==> config.mk <==
export PLATFORM = sky130hd
export DESIGN_NAME = rr_demux_sequencer
export DESIGN_NICKNAME = d
export VERILOG_FILES = /design/src/rtl/rr_demux_sequencer.sv
export SDC_FILE = /design/constraint.sdc
export NUM_CORES = 1
export LEC_CHECK = 0
export ABC_AREA = 1
export CELL_PAD_IN_SITES_DETAIL_PLACEMENT = 0
export CELL_PAD_IN_SITES_GLOBAL_PLACEMENT = 1
export CORE_MARGIN = 3
export CORE_UTILIZATION = 38
export CTS_BUF_LIST = sky130_fd_sc_hd__clkbuf_4
export DETAILED_ROUTE_END_ITERATION = 10
export PLACE_DENSITY = 0.87
export SYNTH_ARGS = -nofsm -noshare
export SYNTH_HDL_FRONTEND = slang
export SYNTH_SLANG_ARGS = --single-unit
==> constraint.sdc <==
create_clock -name clk -period 2.6 [get_ports clk]
set_input_delay 0.52 -clock clk [delete_from_list [all_inputs] [get_ports clk]]
set_output_delay 0.52 -clock clk [all_outputs]
set_load 0.02 [all_outputs]
==> src/rtl/rr_demux_sequencer.sv <==
`default_nettype none
// ============================================================================
// Module   : rr_demux_sequencer
// Purpose  : Round-robin arbiter that drives the select pair of a 2-to-4
//            demultiplexer. A grant is held until the owning channel signals
//            done or drops its request. Every release is followed by one GAP
//            cycle and one IDLE cycle, so two demux outputs are never active
//            on consecutive cycles.
// Revision : 1.0 - initial release
// ----------------------------------------------------------------------------
// Ports
//   clk        in   1  rising-edge clock
//   rst_n      in   1  asynchronous active-low reset
//   req        in   4  level-sensitive per-channel requests
//   done       in   1  release strobe, honoured only while a grant is live
//   sel        out  2  registered channel code; sel[1] -> x1, sel[0] -> x2
//   sel_valid  out  1  high while sel is a live grant
//   timeout    out  1  one-cycle pulse on a watchdog-forced release
// Parameters
//   HOLD_MAX   longest grant in cycles before a forced release (2..255);
//              only meaningful when the watchdog is built
// Build option
//   RR_SEQ_WATCHDOG_EN  builds the hold counter and forced release.
//                       Without it a grant may be held indefinitely and
//                       timeout is tied low.
// ============================================================================
module rr_demux_sequencer #(
    parameter int HOLD_MAX = 16
) (
    input  logic       clk,
    input  logic       rst_n,
    input  logic [3:0] req,
    input  logic       done,
    output logic [1:0] sel,
    output logic       sel_valid,
    output logic       timeout
);

    localparam logic [1:0] c_IDLE  = 2'd0;
    localparam logic [1:0] c_GRANT = 2'd1;
    localparam logic [1:0] c_GAP   = 2'd2;

    // Reject an out-of-range HOLD_MAX at elaboration in every build variant.
    if ((HOLD_MAX < 2) || (HOLD_MAX > 255)) begin : g_hold_max_check
        $error("rr_demux_sequencer: HOLD_MAX must be in 2..255");
    end

    logic [1:0] r_state;
    logic [1:0] w_state_nxt;
    logic [1:0] r_ptr;
    logic [1:0] w_ptr_nxt;
    logic [1:0] r_sel;
    logic [1:0] w_sel_nxt;
    logic       r_sel_valid;
    logic       w_sel_valid_nxt;
    logic       r_timeout;
    logic       w_timeout_nxt;

    logic [1:0] w_pick;
    logic       w_found;
    logic [1:0] w_idx;
    logic       w_user_release;
    logic       w_forced;

    // A release is either an explicit done or the owner abandoning its request.
    assign w_user_release = done | ~req[r_sel];

`ifdef RR_SEQ_WATCHDOG_EN
    // Count value seen in the final allowed GRANT cycle: the count is 0 in
    // the first GRANT cycle, so HOLD_MAX-1 marks the HOLD_MAX-th cycle.
    localparam logic [7:0] c_HOLD_LAST = 8'(HOLD_MAX - 1);

    logic [7:0] r_hold_cnt;
    logic [7:0] w_hold_cnt_nxt;

    // A normal release in the limit cycle wins, so no timeout is flagged.
    assign w_forced = (r_state == c_GRANT) && !w_user_release
                      && (r_hold_cnt == c_HOLD_LAST);

    always_comb begin
        w_hold_cnt_nxt = r_hold_cnt;
        if (r_state == c_IDLE) begin
            w_hold_cnt_nxt = 8'd0;
        end else if (r_state == c_GRANT) begin
            w_hold_cnt_nxt = r_hold_cnt + 8'd1;
        end
    end

    always_ff @(posedge clk or negedge rst_n) begin
        if (!rst_n) begin
            r_hold_cnt <= 8'd0;
        end else begin
            r_hold_cnt <= w_hold_cnt_nxt;
        end
    end
`else
    assign w_forced = 1'b0;
`endif

    // Rotating priority scan: ptr, ptr+1, ptr+2, ptr+3 (mod 4).
    always_comb begin
        w_pick  = r_ptr;
        w_found = 1'b0;
        w_idx   = r_ptr;
        for (int i = 0; i < 4; i++) begin
            w_idx = r_ptr + 2'(i);
            if (!w_found && req[w_idx]) begin
                w_pick  = w_idx;
                w_found = 1'b1;
            end
        end
    end

    // State register together with the registered outputs it owns.
    always_ff @(posedge clk or negedge rst_n) begin
        if (!rst_n) begin
            r_state     <= c_IDLE;
            r_ptr       <= 2'b00;
            r_sel       <= 2'b00;
            r_sel_valid <= 1'b0;
            r_timeout   <= 1'b0;
        end else begin
            r_state     <= w_state_nxt;
            r_ptr       <= w_ptr_nxt;
            r_sel       <= w_sel_nxt;
            r_sel_valid <= w_sel_valid_nxt;
            r_timeout   <= w_timeout_nxt;
        end
    end

    // Next-state logic.
    always_comb begin
        w_state_nxt = r_state;
        case (r_state)
            c_IDLE:  if (|req) w_state_nxt = c_GRANT;
            c_GRANT: if (w_user_release || w_forced) w_state_nxt = c_GAP;
            c_GAP:   w_state_nxt = c_IDLE;
            default: w_state_nxt = c_IDLE;
        endcase
    end

    // Output / datapath next values. sel is never cleared outside reset so
    // the demux select lines stay quiet through GAP and IDLE.
    always_comb begin
        w_sel_nxt       = r_sel;
        w_ptr_nxt       = r_ptr;
        w_sel_valid_nxt = r_sel_valid;
        w_timeout_nxt   = 1'b0;
        case (r_state)
            c_IDLE: begin
                if (|req) begin
                    w_sel_nxt       = w_pick;
                    w_sel_valid_nxt = 1'b1;
                end
            end
            c_GRANT: begin
                if (w_user_release || w_forced) begin
                    w_sel_valid_nxt = 1'b0;
                    w_ptr_nxt       = r_sel + 2'd1;
                    w_timeout_nxt   = w_forced;
                end
            end
            c_GAP: begin
                w_sel_valid_nxt = 1'b0;
            end
            default: begin
                w_sel_valid_nxt = 1'b0;
            end
        endcase
    end

    assign sel       = r_sel;
    assign sel_valid = r_sel_valid;
    assign timeout   = r_timeout;

endmodule
`default_nettype wire

; Word-level counts from Yosys, hierarchy flattened
; Index checks and enable logic that the tools add are counted.
[totals]
reg_bits = 7
wordCells = 51
output_inout_bits = 4
[classes]
n_reduce_logical = 11
n_addsub = 4
n_mux = 22
n_eq_ne = 3
bitwise_logic = 2
n_lt_le_gt_ge = 5
[ops]
columns = cell, n
row1 = $lt 2x3->1 const B, 5
row2 = $bmux 1 s2, 5
row3 = $mux 1, 10
row4 = $mux 2, 5
row5 = $reduce_and 2->1, 3
row6 = $add 2x1->2 const B, 2
row7 = $add 2x2->2 const B, 2
row8 = $ne 2x2->1 const B, 2
row9 = $pmux 2 s2, 1
row10 = $reduce_or 4->1, 1
row11 = $logic_and 1x1->1, 3
row12 = $logic_not 1->1, 3
row13 = $eq 2x1->1 const B, 1
row14 = $logic_not 2->1, 1
row15 = $pmux 1 s2, 1
row16 = $not 1->1, 1
row17 = $or 1x1->1, 1

; Depth between registers and ports, before layout
; Gate-level depths: netlist (run 1).
[depth]
ltp_word = 12
mapped_depth = 12
ltp_nobuf = 12

; Least setup slack after synthesis (run 1)
; OpenSTA, ideal clock, no wires.
[synth_path]
kind = reg2reg
from = register r_ptr[0]
to = register r_sel[1], in the netlist sel[1]
path_slack_ns = 1.278
period_less_slack_ns = 1.322
t_required_ns = 2.482
t_arrival_ns = 1.204
path_stages_with_launch = 12
path_buffers = 1
cell_sequence = dfrtp_1 -> buf_6 -> nand2_1 -> nand2_1 -> nand2_1 -> nand2_2 -> nor2_8 -> nand3_2 -> nand2_1 -> nand2_1 -> nand3_1 -> nand2_1
[synth_via]
elab_chain_len = 12
[synth_lines]
columns = item, line_no
row1 = start: declaration, 50  ; logic [1:0] r_ptr;
row2 = start signal: assignment, 124  ; r_ptr <= w_ptr_nxt;
row3 = branches (longest 11 deep; another with $add 2x1->2), -
row4 = $mux 2 (*), 107  ; if (!w_found && req[w_idx]) begin
row5 = end signal: assignment, 125  ; r_sel <= w_sel_nxt;
row6 = end: declaration, 52  ; logic [1:0] r_sel;
; Mark *: on every way between the ends. The select of a mux whose other input is x is not followed.
; A chain may end at the register's enable or synchronous reset.

; Final worst setup path (run 1)
[layout_path]
from = register r_sel[0], in the netlist sel[0]
to = output port sel[0]
[layout_lines]
columns = item, line_no
row1 = end: declaration, 34  ; output logic [1:0] sel,
; No word-level cell between the ends.

==> metrics, run 1 <==
outcome=finished clean; Avg Cell Area, Syn=6.34 um^2; compound-cell area share of the yosys netlist=0.0852; first-pass GRT wire length=2180 um; ANT cells=0; peak fanout along the critical path=7; CTS sink cnt=6; H-tree levels=1; CTS tree=built; number of primary I/O pins=11; Synth Warn #=0; DR iter-0 viols=8; Die X-Extent=44.3 um; worst hold path type=flip-flop to flip-flop; CTS clk-pin slew, worst paths=roughly 0.050 ns; detailed-route via count=573; TritonRoute pass-1 iters=4; multiplexer share of the synthesized area=0; Power Dens Cells=1360 nW/um^2; Post-DP Area=648 um^2; Yosys reg bits=6; drt drc=0; WL/cell=11.0 um; Worst Path Arrival=1.34 ns; Synth cell types=20; antenna viol nets, final=0; Crit Path Category=flip-flop to output pin; Final GP Congestion=0.748; Startpoint Class=flip-flop; slowest cell delay on critical path=around 0.65 ns; Mapped Cells=88; post-synthesis simple-gate area fraction=0.522; mapped cell area=558 um^2; pins over their slew limit=0; Worst setup EP type=output pin; Max Clk Rate=537 MHz; Slowest cell on crit path=clkdlybuf4s50_1; setup bufs post-CTS=0; area share of fa/ha/maj cells after synthesis=0; WP data required=2.08 ns; Root Buffer=clkbuf_4; Static Leak=0.351 nW; RSZ-0062 raised after global routing=false; worst path buffer plus inverter count=1; GRT Util Overall=0.154; vias in the first global route=496; Crit path max-delay family=buffers and inverters; grt ovf=0; CTS Hold Bufs=0; initial antenna violation count=0; Final Hold Vio Count=0; share of cells above drive strength 1=0.194; Initial Util=0.418; final core occ=0.503; Via density=5.07; DIE HEIGHT=~44 um; Die ar.=1960 um^2; Num CTS Buffers=3; area delta synth->final=20.2%; Final setup viols=0; syn nets=95; skew final=approximately 0.0016 ns; Setup Total Neg Slack=0 ns; most common cell after layout, fill and taps aside=nand2_1; # resized after CTS=0; # rows=13; most frequent cells in the layout=nand2_1, nand2_2, nand3_1, clkdlybuf4s50_1, inv_1; Worst Hold Slack=0.508 ns; sequential share of the synthesized area=0.269; finished layout cell area=approximately 670 um^2; Max-Cap Viols=0; XOR/XNOR Fraction of Synth Area=0.0157; VDD IR max=between 0.0006 and 0.0007 V; Port Buffer Count=9; hpwl dp=1010 um; CTS max path bufs=2; nets=between 100 and 150; final wirelength=around 1200 um; largest net degree at the start of global routing=12; crit path cell chain=clkdlybuf4s50_1; Clk Latency, worst-skew pair=0.24 ns; largest family of logic cells by synthesized area=simple AND/OR/NAND/NOR gates; crit path time final=1.86 ns; period utilization=0.716; Core Area=1330 um^2
-- power breakdown --
part / internal (mW) / switching, mW / leakage (nW)
sequential: 0.141 / 0.0839 / 0.0740
combinational: 0.233 / 0.370 / 0.263
clock: 0.0522 / 0.0341 / 0.0138
-- state kept, by name (all words and copies together) (netlist names) --
signal,cells
r_ptr,2
sel,2
sel_valid,1
r_state,1
-- through the flow --
| stage | worst slack (ns) | std cells | total power, mW |
|---|---|---|---|
| 2_1_floorplan | 1.28 | 88 | 0.695 |
| 3_3_place_gp | 0.644 | 110 | 0.826 |
| 3_5_place_dp | 0.613 | 110 | 0.832 |
| 4_1_cts | 0.722 | 113 | 0.926 |
| 5_1_grt | 0.676 | 113 | 1.02 |
| 6_report | 0.738 | 113 | 0.915 |
-- synth_stat cells --
cell | instances | area share
inv_1 | 7 | 0.047
conb_1 | 1 | 0.0067
o21ai_0 | 6 | 0.054
dfrtp_1 | 6 | 0.27
nor4_1 | 1 | 0.011
inv_2 | 3 | 0.020
buf_6 | 1 | 0.020
o31ai_1 | 1 | 0.013
a21oi_1 | 1 | 0.0090
o21ai_1 | 1 | 0.0090
nor2_8 | 1 | 0.036
buf_4 | 1 | 0.013
xnor2_1 | 1 | 0.016
nor2_1 | 2 | 0.013
nand3_1 | 9 | 0.081
nand2_1 | 33 | 0.22
nand2_4 | 1 | 0.020
nand2_2 | 10 | 0.11
nand3_2 | 1 | 0.018
nor3_1 | 1 | 0.0090
-- area by class of cell --
type	count	area, um^2
Sequential cell	6	150
Tap cell	15	18.8
Inverter	10	37.5
Multi-Input combinational cell	70	352
Fill cell	148	663
Timing Repair Buffer	9	90.1
Clock buffer	3	22.5
-- per-layer routing --
metal | vias to the layer above | GRT usage | part of all wire
li1 | 294 | - | -
met1 | 266 | 0.185 | 0.44
met2 | 11 | 0.253 | 0.50
met3 | 2 | 0.0203 | 0.042
met4 | 0 | 0.108 | 0.0096
met5 | - | 0 | 0
-- logic make-up after synthesis --
kind of cell    after synthesis
simple gates                 59
buf+inv                      12
compound gates                9
flops                         6
xor+xnor                      1
other cells                   1
-- path summary, 6_finish.rpt --
| kind | end | depth (start not counted) | from | slack (ns) |
|---|---|---|---|---|
| worst min-delay path | sel_valid | 1 | r_state[1] | 0.51 |
| worst max register to register | sel[1] | 11 | r_ptr[0] | 0.93 |
| max in group asynchronous | sel[0] | 1 | rst_n | 1.87 |
| min in group asynchronous | sel[1] | 1 | rst_n | 0.52 |
| worst min register to register | sel_valid | 1 | r_state[1] | 0.51 |
| worst max-delay path | sel[0] | 1 | sel[0] | 0.74 |
Note: power is estimated with default switching activity, not from simulation.
==> run 2: changes to the inputs <==
--- a/config.mk
+++ b/config.mk
@@ -9,10 +9,10 @@
 export CELL_PAD_IN_SITES_DETAIL_PLACEMENT = 0
 export CELL_PAD_IN_SITES_GLOBAL_PLACEMENT = 1
 export CORE_MARGIN = 3
-export CORE_UTILIZATION = 38
+export CORE_UTILIZATION = 36
 export CTS_BUF_LIST = sky130_fd_sc_hd__clkbuf_4
 export DETAILED_ROUTE_END_ITERATION = 10
-export PLACE_DENSITY = 0.87
+export PLACE_DENSITY = 0.83
 export SYNTH_ARGS = -nofsm -noshare
 export SYNTH_HDL_FRONTEND = slang
 export SYNTH_SLANG_ARGS = --single-unit
==> constraint.sdc (replaced) <==
create_clock -name clk -period 1.75 [get_ports clk]
set_input_delay 0.35 -clock clk [delete_from_list [all_inputs] [get_ports clk]]
set_output_delay 0.35 -clock clk [all_outputs]
set_load 0.02 [all_outputs]
==> metrics, run 2 (synthesis gave the netlist of run 1 again) <==
outcome=finished clean (unchanged); # resized after CTS=0 (unchanged); Worst setup EP type=output pin (unchanged); H-tree levels=1 (unchanged); RSZ-0062 raised after global routing=false (unchanged); DR iter-0 viols=9 (was 8); CTS tree=built (unchanged); Core Area=1380 um^2 (was 1330 um^2); most common cell after layout, fill and taps aside=nand2_1 (unchanged); worst path buffer plus inverter count=1 (unchanged); Initial Util=0.404 (was 0.418); Crit Reg-Reg Startpoint=r_ptr[0] (unchanged); most frequent cells in the layout=nand2_1, nand2_2, nand3_1, clkdlybuf4s50_1, inv_1 (unchanged); WP data required=1.40 ns (was 2.08 ns); finished layout cell area=693 um^2 (was 671 um^2); Num CTS Buffers=3 (unchanged); area delta synth->final=24.2% (was 20.2%); ANT cells=0 (unchanged); hpwl dp=1060 um (was 1010 um); slowest cell delay on critical path=0.65 ns (about the same); Final Hold Vio Count=0 (unchanged); Power Dens Cells=2010 nW/um^2 (was 1360 nW/um^2); Clk Latency, worst-skew pair=0.24 ns (about the same); R2R Path End=sel[1] (unchanged); peak fanout along the critical path=7 (unchanged); grt ovf=0 (unchanged); CTS sink cnt=6 (unchanged); pins over their slew limit=0 (unchanged); CTS Hold Bufs=0 (unchanged); skew final=0.00205 ns (was 0.00162 ns); drt drc=0 (unchanged); Worst Path Arrival=1.34 ns (about the same); nets=110 (was 107); Port Buffer Count=9 (unchanged); worst hold path type=input port to asynchronous set/reset pin (was flip-flop to flip-flop); Max-Cap Viols=0 (unchanged); Post-DP Area=671 um^2 (was 648 um^2); final wirelength=1280 um (was 1250 um); setup bufs post-CTS=0 (unchanged); first-pass GRT wire length=2370 um (was 2180 um); Via density=4.82 (was 5.07); Worst Hold Slack=0.355 ns (was 0.508 ns); vias in the first global route=560 (was 496); Crit Path Category=flip-flop to output pin (unchanged); antenna viol nets, final=0 (unchanged); share of cells above drive strength 1=0.218 (was 0.194); Startpoint Class=flip-flop (unchanged); initial antenna violation count=0 (unchanged); Max Clk Rate=591 MHz; Die ar.=2060 um^2 (was 1960 um^2); CTS clk-pin slew, worst paths=0.05 ns (about the same); crit path cell chain=clkdlybuf4s50_1 (unchanged); GRT Util Overall=0.155 (was 0.154); Final GP Congestion=0.830 (was 0.748); number of primary I/O pins=11 (unchanged); fillers=137 (was 148); Pwr Total=1.39 mW (was 0.915 mW); Static Leak=0.365 nW (was 0.351 nW); period utilization=0.967; WL/cell=11.0 um (about the same); detailed-route via count=559 (was 573); TritonRoute pass-1 iters=4 (unchanged); flop2flop setup slack=0.27 ns (was 0.93 ns); Root Buffer=clkbuf_4 (unchanged); Setup Total Neg Slack=0 ns (unchanged); DIE HEIGHT=45.4 um (was 44.3 um); VDD IR max=0.000894 V (was 0.000610 V); crit path time final=1.69 ns; Slowest cell on crit path=clkdlybuf4s50_1 (unchanged); # rows=13 (unchanged); Die X-Extent=45.4 um (was 44.3 um); largest net degree at the start of global routing=9 (was 12); Crit path max-delay family=buffers and inverters (unchanged); CTS max path bufs=2 (unchanged); Final setup viols=0 (unchanged); Reg2Reg Depth=11 (unchanged)
==> run 2: where the power goes <==
part / internal (mW) / switching, mW
Combinational: 0.377 / 0.580
Sequential: 0.210 / 0.0979
Clock: 0.0775 / 0.0495
Total: 0.664 / 0.728
==> run 2: per-stage QoR <==
| stage | instances | util | setup slack [ns] |
|---|---|---|---|
| 2_1_floorplan | 88 | - | 0.428 |
| 3_3_place_gp | 113 | 0.485 | -0.00764 |
| 3_5_place_dp | 113 | 0.485 | -0.0232 |
| 4_1_cts | 116 | 0.501 | 0.0566 |
| 5_1_grt | 116 | 0.501 | 0.00516 |
| 6_report | 116 | 0.501 | 0.0585 |
==> run 2: how the worst max path moves through the flow <==
stage	from	endpoint	slack, ns	cells past startpoint
after floorplan	r_ptr[0]	sel[1]	0.43	11
after CTS	sel[0]	sel[0]	0.06	1
after global placement	req[1]	sel[0]	-0.008	10
final	sel[0]	sel[0]	0.06	1
after global routing	sel[0]	sel[0]	0.005	1
after detailed placement	req[1]	sel[1]	-0.02	10
==> run 2: final cells by class <==
| type | count | area (um^2) | share of cell area |
|---|---|---|---|
| clock buffer | 3 | 22.5 | 0.0325 |
| inverter | 10 | 37.5 | 0.0542 |
| multi-input combinational | 70 | 352 | 0.507 |
| sequential | 6 | 150 | 0.217 |
| tap | 15 | 18.8 | 0.0271 |
| timing repair buffer | 12 | 113 | 0.162 |
==> run 2: routing by layer <==
layer,GRT usage,routed length (um)
met1,0.198,603
met2,0.263,616
met3,0.0158,41
met4,0.0702,14
met5,0,0
==> run 3: changes to the inputs <==
==> config.mk (replaced) <==
export PLATFORM = sky130hd
export DESIGN_NAME = rr_demux_sequencer
export DESIGN_NICKNAME = d
export VERILOG_FILES = /design/src/rtl/rr_demux_sequencer.sv
export SDC_FILE = /design/constraint.sdc
export NUM_CORES = 1
export LEC_CHECK = 0
export ABC_AREA = 1
export CELL_PAD_IN_SITES_DETAIL_PLACEMENT = 1
export CELL_PAD_IN_SITES_GLOBAL_PLACEMENT = 2
export CORE_MARGIN = 3
export CORE_UTILIZATION = 27
export CTS_BUF_LIST = sky130_fd_sc_hd__clkbuf_4
export DETAILED_ROUTE_END_ITERATION = 10
export PLACE_DENSITY = 0.82
export SYNTH_ARGS = -nofsm -noshare
export SYNTH_HDL_FRONTEND = slang
export SYNTH_SLANG_ARGS = --single-unit
==> constraint.sdc (replaced) <==
create_clock -name clk -period 1.7 [get_ports clk]
set_input_delay 0.34 -clock clk [delete_from_list [all_inputs] [get_ports clk]]
set_output_delay 0.34 -clock clk [all_outputs]
set_load 0.02 [all_outputs]
==> metrics, run 3 (synthesis gave the netlist of run 1 again) <==
outcome=finished clean (unchanged); switch share=0.521 (was 0.523); met2 Resource Use GR=0.225 (was 0.263); Final Hold Vio Count=0 (unchanged); most frequent cells in the layout=nand2_1, nand2_2, nand3_1, clkdlybuf4s50_1, buf_4 (was nand2_1, nand2_2, nand3_1, clkdlybuf4s50_1, inv_1); final setup margin=0.109 ns (was 0.0585 ns); R2R Path End=sel[1] (unchanged); most common cell after layout, fill and taps aside=nand2_1 (unchanged); Worst setup EP type=flip-flop (was output pin); Startpoint Class=input port (was flip-flop); GR peak layer=met2 (unchanged); WL/cell=11.4 um (was 11.0 um); first-pass GRT wire length=2560 um (was 2370 um); peak fanout along the critical path=4 (was 7); CTS clk-pin slew, worst paths=0.04 ns (was 0.05 ns); Worst Setup SP=req[2] (was sel[0]); WP data required=1.79 ns (was 1.40 ns); slowest cell delay on critical path=0.45 ns (was 0.65 ns); flop2flop setup slack=0.20 ns (was 0.27 ns); Max Clk Rate=629 MHz; # rows=15 (was 13); RSZ-0062 raised after global routing=false (unchanged); Worst Hold Slack=0.329 ns (was 0.355 ns); crit path time final=1.59 ns; met3 Use GR=0.0117 (was 0.0158); VDD IR max=0.000904 V (was 0.000894 V); number of primary I/O pins=11 (unchanged); Clk Latency, worst-skew pair=0.24 ns (about the same); Power Dens Cells=2020 nW/um^2 (was 2010 nW/um^2); antenna viol nets, final=0 (unchanged); Port Buffer Count=9 (unchanged); Die ar.=2650 um^2 (was 2060 um^2); drt drc=0 (unchanged); Worst Path Arrival=1.69 ns (was 1.34 ns); initial antenna violation count=0 (unchanged); Clk pwr share=0.085 (was 0.091); GR Util met1=0.155 (was 0.198); Crit path max-delay family=simple AND/OR/NAND/NOR gates (was buffers and inverters); Crit Reg-Reg Startpoint=r_ptr[1] (was r_ptr[0]); Pwr Total=1.50 mW (was 1.39 mW); DIE HEIGHT=51.5 um (was 45.4 um); area delta synth->final=33.4% (was 24.2%); pre-CTS WS=-0.0924 ns (was -0.0232 ns); Max-Cap Viols=0 (unchanged); CTS Hold Bufs=0 (unchanged); grt ovf=0 (unchanged); Via density=4.46 (was 4.82); DR iter-0 viols=7 (was 9); vias in the first global route=601 (was 560); GRT Util Overall=0.132 (was 0.155); skew final=0.00273 ns (was 0.00205 ns); Die X-Extent=51.5 um (was 45.4 um); crit path cell chain=clkdlybuf4s50_1, buf_4, nor4_1, nor3_1, nand3_1, o21ai_0 (was clkdlybuf4s50_1); CTS tree=built (unchanged); Crit Path Category=input port to flip-flop (was flip-flop to output pin); worst hold path type=input port to asynchronous set/reset pin (unchanged); Comb pwr share=0.717 (was 0.688); Final setup viols=0 (unchanged); Root Buffer=clkbuf_4 (unchanged); Internal=0.719 mW (was 0.664 mW); share of cells above drive strength 1=0.264 (was 0.218); Initial Util=0.303 (was 0.404); ANT cells=0 (unchanged); H-tree levels=1 (unchanged); final core occ=0.405 (was 0.501); Static Leak=0.388 nW (was 0.365 nW); nets=115 (was 110); CTS sink cnt=6 (unchanged); Sw Pwr=0.781 mW (was 0.728 mW); TritonRoute pass-1 iters=4 (unchanged); CTS max path bufs=2 (unchanged); worst path buffer plus inverter count=2 (was 1); detailed-route via count=584 (was 559); largest net degree at the start of global routing=9 (unchanged); Num CTS Buffers=3 (unchanged); final wirelength=1500 um (was 1280 um); Slowest cell on crit path=clkdlybuf4s50_1 (unchanged); part of the power in registers=0.199 (was 0.221); Reg2Reg Depth=10 (was 11); period utilization=0.936; Core Area=1840 um^2 (was 1380 um^2); pins over their slew limit=0 (unchanged); hpwl dp=1240 um (was 1060 um); Final GP Congestion=0.759 (was 0.830)
==> run 3: worst reg2reg max path: stages (launching register included) <==
cell and delay [ns]:
dfrtp_1 0.46, inv_2 0.18, nand2_2 0.07, nand2_2 0.07, nand2_2 0.06, nand2_4 0.10
nand3_1 0.11, nand2_2 0.10, nand3_1 0.07, nand3_1 0.10, nand2_1 0.06
==> run 3: final cells by class <==
| class | count | area (um^2) |
|---|---|---|
| multi-input combinational | 70 | 352 |
| clock buffer | 3 | 22.5 |
| timing repair buffer | 17 | 150 |
| tap | 25 | 31.3 |
| sequential | 6 | 151 |
| inverter | 10 | 37.5 |
| fill | 254 | 1090 |
==> run 3: how the worst max path moves through the flow <==
| stage | slack, ns | cells past startpoint | to |
|---|---|---|---|
| 2_1_floorplan | 0.38 | 11 | sel[1] |
| 3_3_place_gp | -0.1 | 11 | sel[1] |
| 3_5_place_dp | -0.09 | 11 | sel[1] |
| 4_1_cts | 0.12 | 11 | sel[1] |
| 5_1_grt | 0.009 | 11 | sel[1] |
| 6_report | 0.11 | 6 | sel[0] |
==> run 3: what timing repair did <==
| action | 4_1_cts | 5_1_grt |
|---|---|---|
| resized for setup | 0 | 1 |
| setup buffers | 0 | 0 |
| setup endpoints to repair | 0 | 1 |
==> run 3: power by group through the flow <==
stage | Sequential, mW | Clock, mW | Combinational (mW)
floorplan | 0.331 | 0 | 0.732
global placement | 0.294 | 0 | 1.06
detailed placement | 0.297 | 0 | 1.08
CTS | 0.296 | 0.136 | 1.09
global route | 0.310 | 0.143 | 1.22
finish | 0.298 | 0.127 | 1.08
==> run 3: layer usage <==
metal	wire, um	vias up
li1	-	312
met1	725	260
met2	712	8
met3	21	4
met4	37	0
met5	0	-
==> run 3: metrics by stage <==
stage	cell area (um^2)	instances	setup TNS (ns)
after floorplan	558	88	0
after global placement	721	128	-0.248
after detailed placement	721	128	-0.322
after CTS	743	131	0
after global routing	744	131	0
final	744	131	0
==> edit 1, RTL diff (settings of run 2) <==
Put one more register stage on the output `sel`, cleared by the reset. The value now appears one clock later. The other outputs are not delayed to match. Comments in the files are not updated.
--- a/src/rtl/rr_demux_sequencer.sv
+++ b/src/rtl/rr_demux_sequencer.sv
@@ -171,3 +171,9 @@
 
-    assign sel       = r_sel;
+    always_ff @(posedge clk or negedge rst_n) begin
+        if (!rst_n) begin
+            sel <= '0;
+        end else begin
+            sel <= r_sel;
+        end
+    end
     assign sel_valid = r_sel_valid;
Check against the original RTL: not equivalent (a bounded check fails within 4 cycles, from zero or initial values and one cycle with rst_n low).
==> edit 1 against run 2 <==
  * Area after synthesis up 10%
  * Design area up 6.1%
  * Synthesized cell count down 1.1%
  * Routed wire length down 6.0%
  * Hold slack better by 0.017 ns
  * Non-clock buffer count down 2
  * Count of clock-buffer cells in the layout unchanged
  * Setup slack better by 0.11 ns
  * Sequential cell count up 2
  * Total power up 5.4%
  * Critical path type unchanged
==> edit 1: results (changes against run 2) <==
Setup path:
- The maximum fanout along the worst path was 3 (-4).
- The data arrival time of the critical path was 1.23 ns (-0.11 ns).
- The longest individual stage delay on the worst path was 0.61 ns (-0.04 ns).
- The register-to-register setup slack is 0.24 ns (-0.03 ns).
- The reg-to-reg endpoint is r_sel[0].

Logic synthesis:
- The net count after synthesis is 94 (-1.1%).
- The distinct cell type count of the synthesized netlist is 21 (+5.0%).
- The sequential-to-total area share from yosys stat came to 0.3259 (+0.05681).
- In the synthesized netlist, the cells that appear most often are 33 x sky130_fd_sc_hd__nand2_1, 10 x sky130_fd_sc_hd__nand3_1, 8 x sky130_fd_sc_hd__dfrtp_1.
- In the post-synthesis netlist, the biggest area contributors are sky130_fd_sc_hd__dfrtp_1 33%, sky130_fd_sc_hd__nand2_1 20%, sky130_fd_sc_hd__nand2_4 9.2%.

Placement:
- The half-perimeter wire length after detailed placement was 953.2 µm (-9.7%).
- The final weighted congestion in routability-driven placement is 0.7589 (-8.6%).
- The total cell area at the placement stage is 713.2 µm² (+6.3%).

GRT:
- The maximum number of pins on one net before global-route repair is 10 (+1).
- The global-route total usage across every layer came to 0.1298 (-0.02560).
- The via count of the first global-routing pass is 476 (-15%).

Power and ir drop:
- The leakage dissipation was 0.3978 nW (+8.9%).
- The fraction of power spent switching nets is 0.5106 (-0.01228).

Route:
- The average wire per standard cell is 10.51 µm (-4.4%).
- The total routed wirelength was 1198 µm (-6.0%).

STA:
- The worst clock skew is 0.002068 ns (+0.00001465 ns).
- The worst hold-check slack is 0.3720 ns (+0.01698 ns).

Clock network:
- The maximum clock insertion buffer count is 2 (unchanged).

Final layout:
- The number of antenna cells inserted came to 0 (unchanged).
- The number of fillers in the final layout is 167 (+22%).

Outcome:
- The run finished with clean final reports.
-- edit 1: cell type report --
class                           instances  area [µm²]  share of cell area
Sequential cell                         8       200.2              0.2721
Timing Repair Buffer                   10       97.59              0.1327
Tap cell                               16       20.02             0.02721
Clock buffer                            3       22.52             0.03061
Inverter                               11       43.79             0.05952
Multi-Input combinational cell         66       351.6              0.4779
-- edit 1: cell families after synthesis --
logic type	count (synthesis)	synth area share
AO/OA/AOI/OAI	7	0.06925
other	1	0.006104
XOR/XNOR	1	0.01426
AND/OR/NAND/NOR	57	0.4827
flip-flops	8	0.3259
buffers and inverters	13	0.1018
-- edit 1: metal layers --
layer,part of all wire,GRT usage,up-vias
li1,-,-,293
met1,0.50,0.1787,249
met2,0.43,0.1925,13
met3,0.053,0.01149,2
met4,0.013,0.08287,0
met5,0,0,-
-- edit 1: worst reg2reg max path: stages (launching register included) --
cell and delay (ns):
sky130_fd_sc_hd__dfrtp_1 0.55, sky130_fd_sc_hd__inv_4 0.09, sky130_fd_sc_hd__nand2_1 0.07, sky130_fd_sc_hd__nand2_1 0.10
sky130_fd_sc_hd__nand2_4 0.09, sky130_fd_sc_hd__nand2_4 0.07, sky130_fd_sc_hd__nor2_8 0.12, sky130_fd_sc_hd__nand2_2 0.07
sky130_fd_sc_hd__nand2_1 0.05, sky130_fd_sc_hd__nand2_1 0.04, sky130_fd_sc_hd__nand3_1 0.08, sky130_fd_sc_hd__nand2_1 0.05
-- edit 1: how the worst max path moves through the flow --
stage / start / endpoint / slack, ns / depth (start not counted)
after detailed placement: req[1] / r_sel[1] / -0.02 / 12
final: r_state[0] / sel_valid / 0.17 / 1
after global routing: r_ptr[0] / r_sel[0] / 0.07 / 11
after global placement: req[0] / r_sel[1] / -0.02 / 12
after floorplan: r_ptr[0] / r_sel[1] / 0.44 / 13
after CTS: r_state[0] / sel_valid / 0.15 / 1
-- edit 1: power by group through the flow --
stage | Clock (mW) | Sequential (mW) | Combinational, mW
final | 0.142 | 0.399 | 0.926
after global routing | 0.154 | 0.419 | 1.05
after CTS | 0.148 | 0.400 | 0.939
after detailed placement | 0 | 0.401 | 0.934
after global placement | 0 | 0.399 | 0.931
after floorplan | 0 | 0.390 | 0.757
==> edit 2, RTL diff (flow settings as in run 2) <==
Made on the original files. Add a define of `RR_SEQ_WATCHDOG_EN`.
--- a/src/rtl/rr_demux_sequencer.sv
+++ b/src/rtl/rr_demux_sequencer.sv
@@ -26,2 +26,4 @@
 // ============================================================================
+`define RR_SEQ_WATCHDOG_EN
+
 module rr_demux_sequencer #(
Function: same outputs for any inputs over 10 cycles, from zero or initial values and one cycle with rst_n low; that may be too few to reach the edited logic, so the function may still have changed.
==> edit 2 against run 2 <==
  * Design area up 64%
  * Total power up 32%
  * Register-to-register slack worse by 0.09 ns
  * Setup slack better by 0.070 ns
  * Clock skew up 0.0079 ns
  * Die area up 61%
  * Global-route usage down 2.8 points
  * Highest routed layer unchanged
  * Area after synthesis up 71%
  * Cell count up 59%
  * Sequential cell count up 9
  * Hold slack better by 0.0054 ns
  * Routed wire length up 56%
==> edit 2: results (changes against run 2) <==
Outcome:
- The flow ran to the end, and the final reports show no timing, DRC or antenna violations.

Logic synthesis:
- By area the synthesized netlist is led by sky130_fd_sc_hd__dfrtp_1 39%, sky130_fd_sc_hd__nand2_1 17%, sky130_fd_sc_hd__nand3_1 6.3%.
- The mean post-synth cell area is 6.877 µm² (+8.4%).
- The distinct cell type count of the synthesized netlist was 19 (-5.0%).

Final layout:
- The number of nets in the finished design came to 164 (+49%).
- The share of cells above drive strength 1 is 0.1161 (-0.1017).

Setup path:
- The maximum fanout along the worst path came to 2 (-5).
- The number of cells on the worst reg-to-reg path came to 9 (-2).
- The register-to-register setup slack is 0.18 ns (-0.09 ns).

Power and ir drop:
- The leakage dissipation is 0.5859 nW (+60%).
- The power share of the clock group is 0.115 (+0.024).
- The fraction of power spent switching nets was 0.4790 (-0.04393).
- The net switching power is 882.0 µW (+21%).
- The worst supply voltage drop on vdd is 0.9625 mV (+7.6%).

Placement:
- The cell total after placement is 181 (+60%).
- The final weighted congestion in routability-driven placement is 0.8357 (+0.67%).
- The number of input and output port buffers inserted was 10 (+1).
- The half-perimeter wire length after detailed placement came to 1530 µm (+45%).

GRT:
- The via count of the first global-routing pass came to 778 (+39%).
- The maximum number of pins on one net before global-route repair was 16 (+7).
- The wire length of the first global-routing pass was 3256 µm (+38%).

Route:
- The iteration-0 DRC count of the detailed router came to 16 (+7).
- The total routed wirelength is 1994 µm (+56%).
- The overall via count from detail_route is 877 (+57%).
- The routed wire length on met3 is 64 µm (+56%).
- The met2 routed wirelength is 838 µm (+36%).

STA:
- The worst clock skew is 0.009941 ns (+0.007887 ns).
==> edit 2: cell count changes after synthesis, moves of 2 or more <==
cell                             run 2  this run
sky130_fd_sc_hd__nand2_2            10         5
sky130_fd_sc_hd__nand2_1            33        44
sky130_fd_sc_hd__nand3_1             9        12
sky130_fd_sc_hd__nor2_1              2        14
sky130_fd_sc_hd__nand2_4             1         3
sky130_fd_sc_hd__inv_1               7        16
sky130_fd_sc_hd__dfrtp_1             6        15
sky130_fd_sc_hd__a21oi_1             1         5
sky130_fd_sc_hd__o21ai_0             6        10
sky130_fd_sc_hd__nor3_1              1         4
==> edit 2: through the flow <==
step | hold WS [ns] | worst slack, ns | area [µm²] | utilization | TNS, ns
after CTS | 0.3617 | 0.005679 | 1135 | 0.4540 | 0
after floorplan | 0.05441 | 0.4406 | 955.9 | - | 0
final | 0.3604 | 0.1282 | 1137 | 0.4550 | 0
after global routing | 0.3645 | 0.05807 | 1137 | 0.4550 | 0
after global placement | 0.4554 | -0.04098 | 1105 | 0.4419 | -0.08845
after detailed placement | 0.4725 | -0.05426 | 1105 | 0.4419 | -0.1101
==> edit 2: cell families after synthesis <==
| group | count (synthesis) | share of synthesized area |
|---|---|---|
| XOR/XNOR | 1 | 0.009164 |
| adder cells (fa/ha/maj) | 1 | 0.01309 |
| AO/OA/AOI/OAI | 18 | 0.09817 |
| buffers and inverters | 19 | 0.08247 |
| AND/OR/NAND/NOR | 85 | 0.4045 |
| flip-flops | 15 | 0.3927 |
==> edit 2: final cells by class <==
class                   count  share of cell area
inverters                  18             0.05941
clock buffers               4             0.02640
multi-input cells         105              0.4411
repair buffers             13              0.1100
flip-flops and latches     15              0.3300
well taps                  30             0.03300
==> edit 2: repair_timing <==
item	CTS	global route
setup endpoints to repair	0	1
gates resized for setup	0	1
hold buffers	0	0
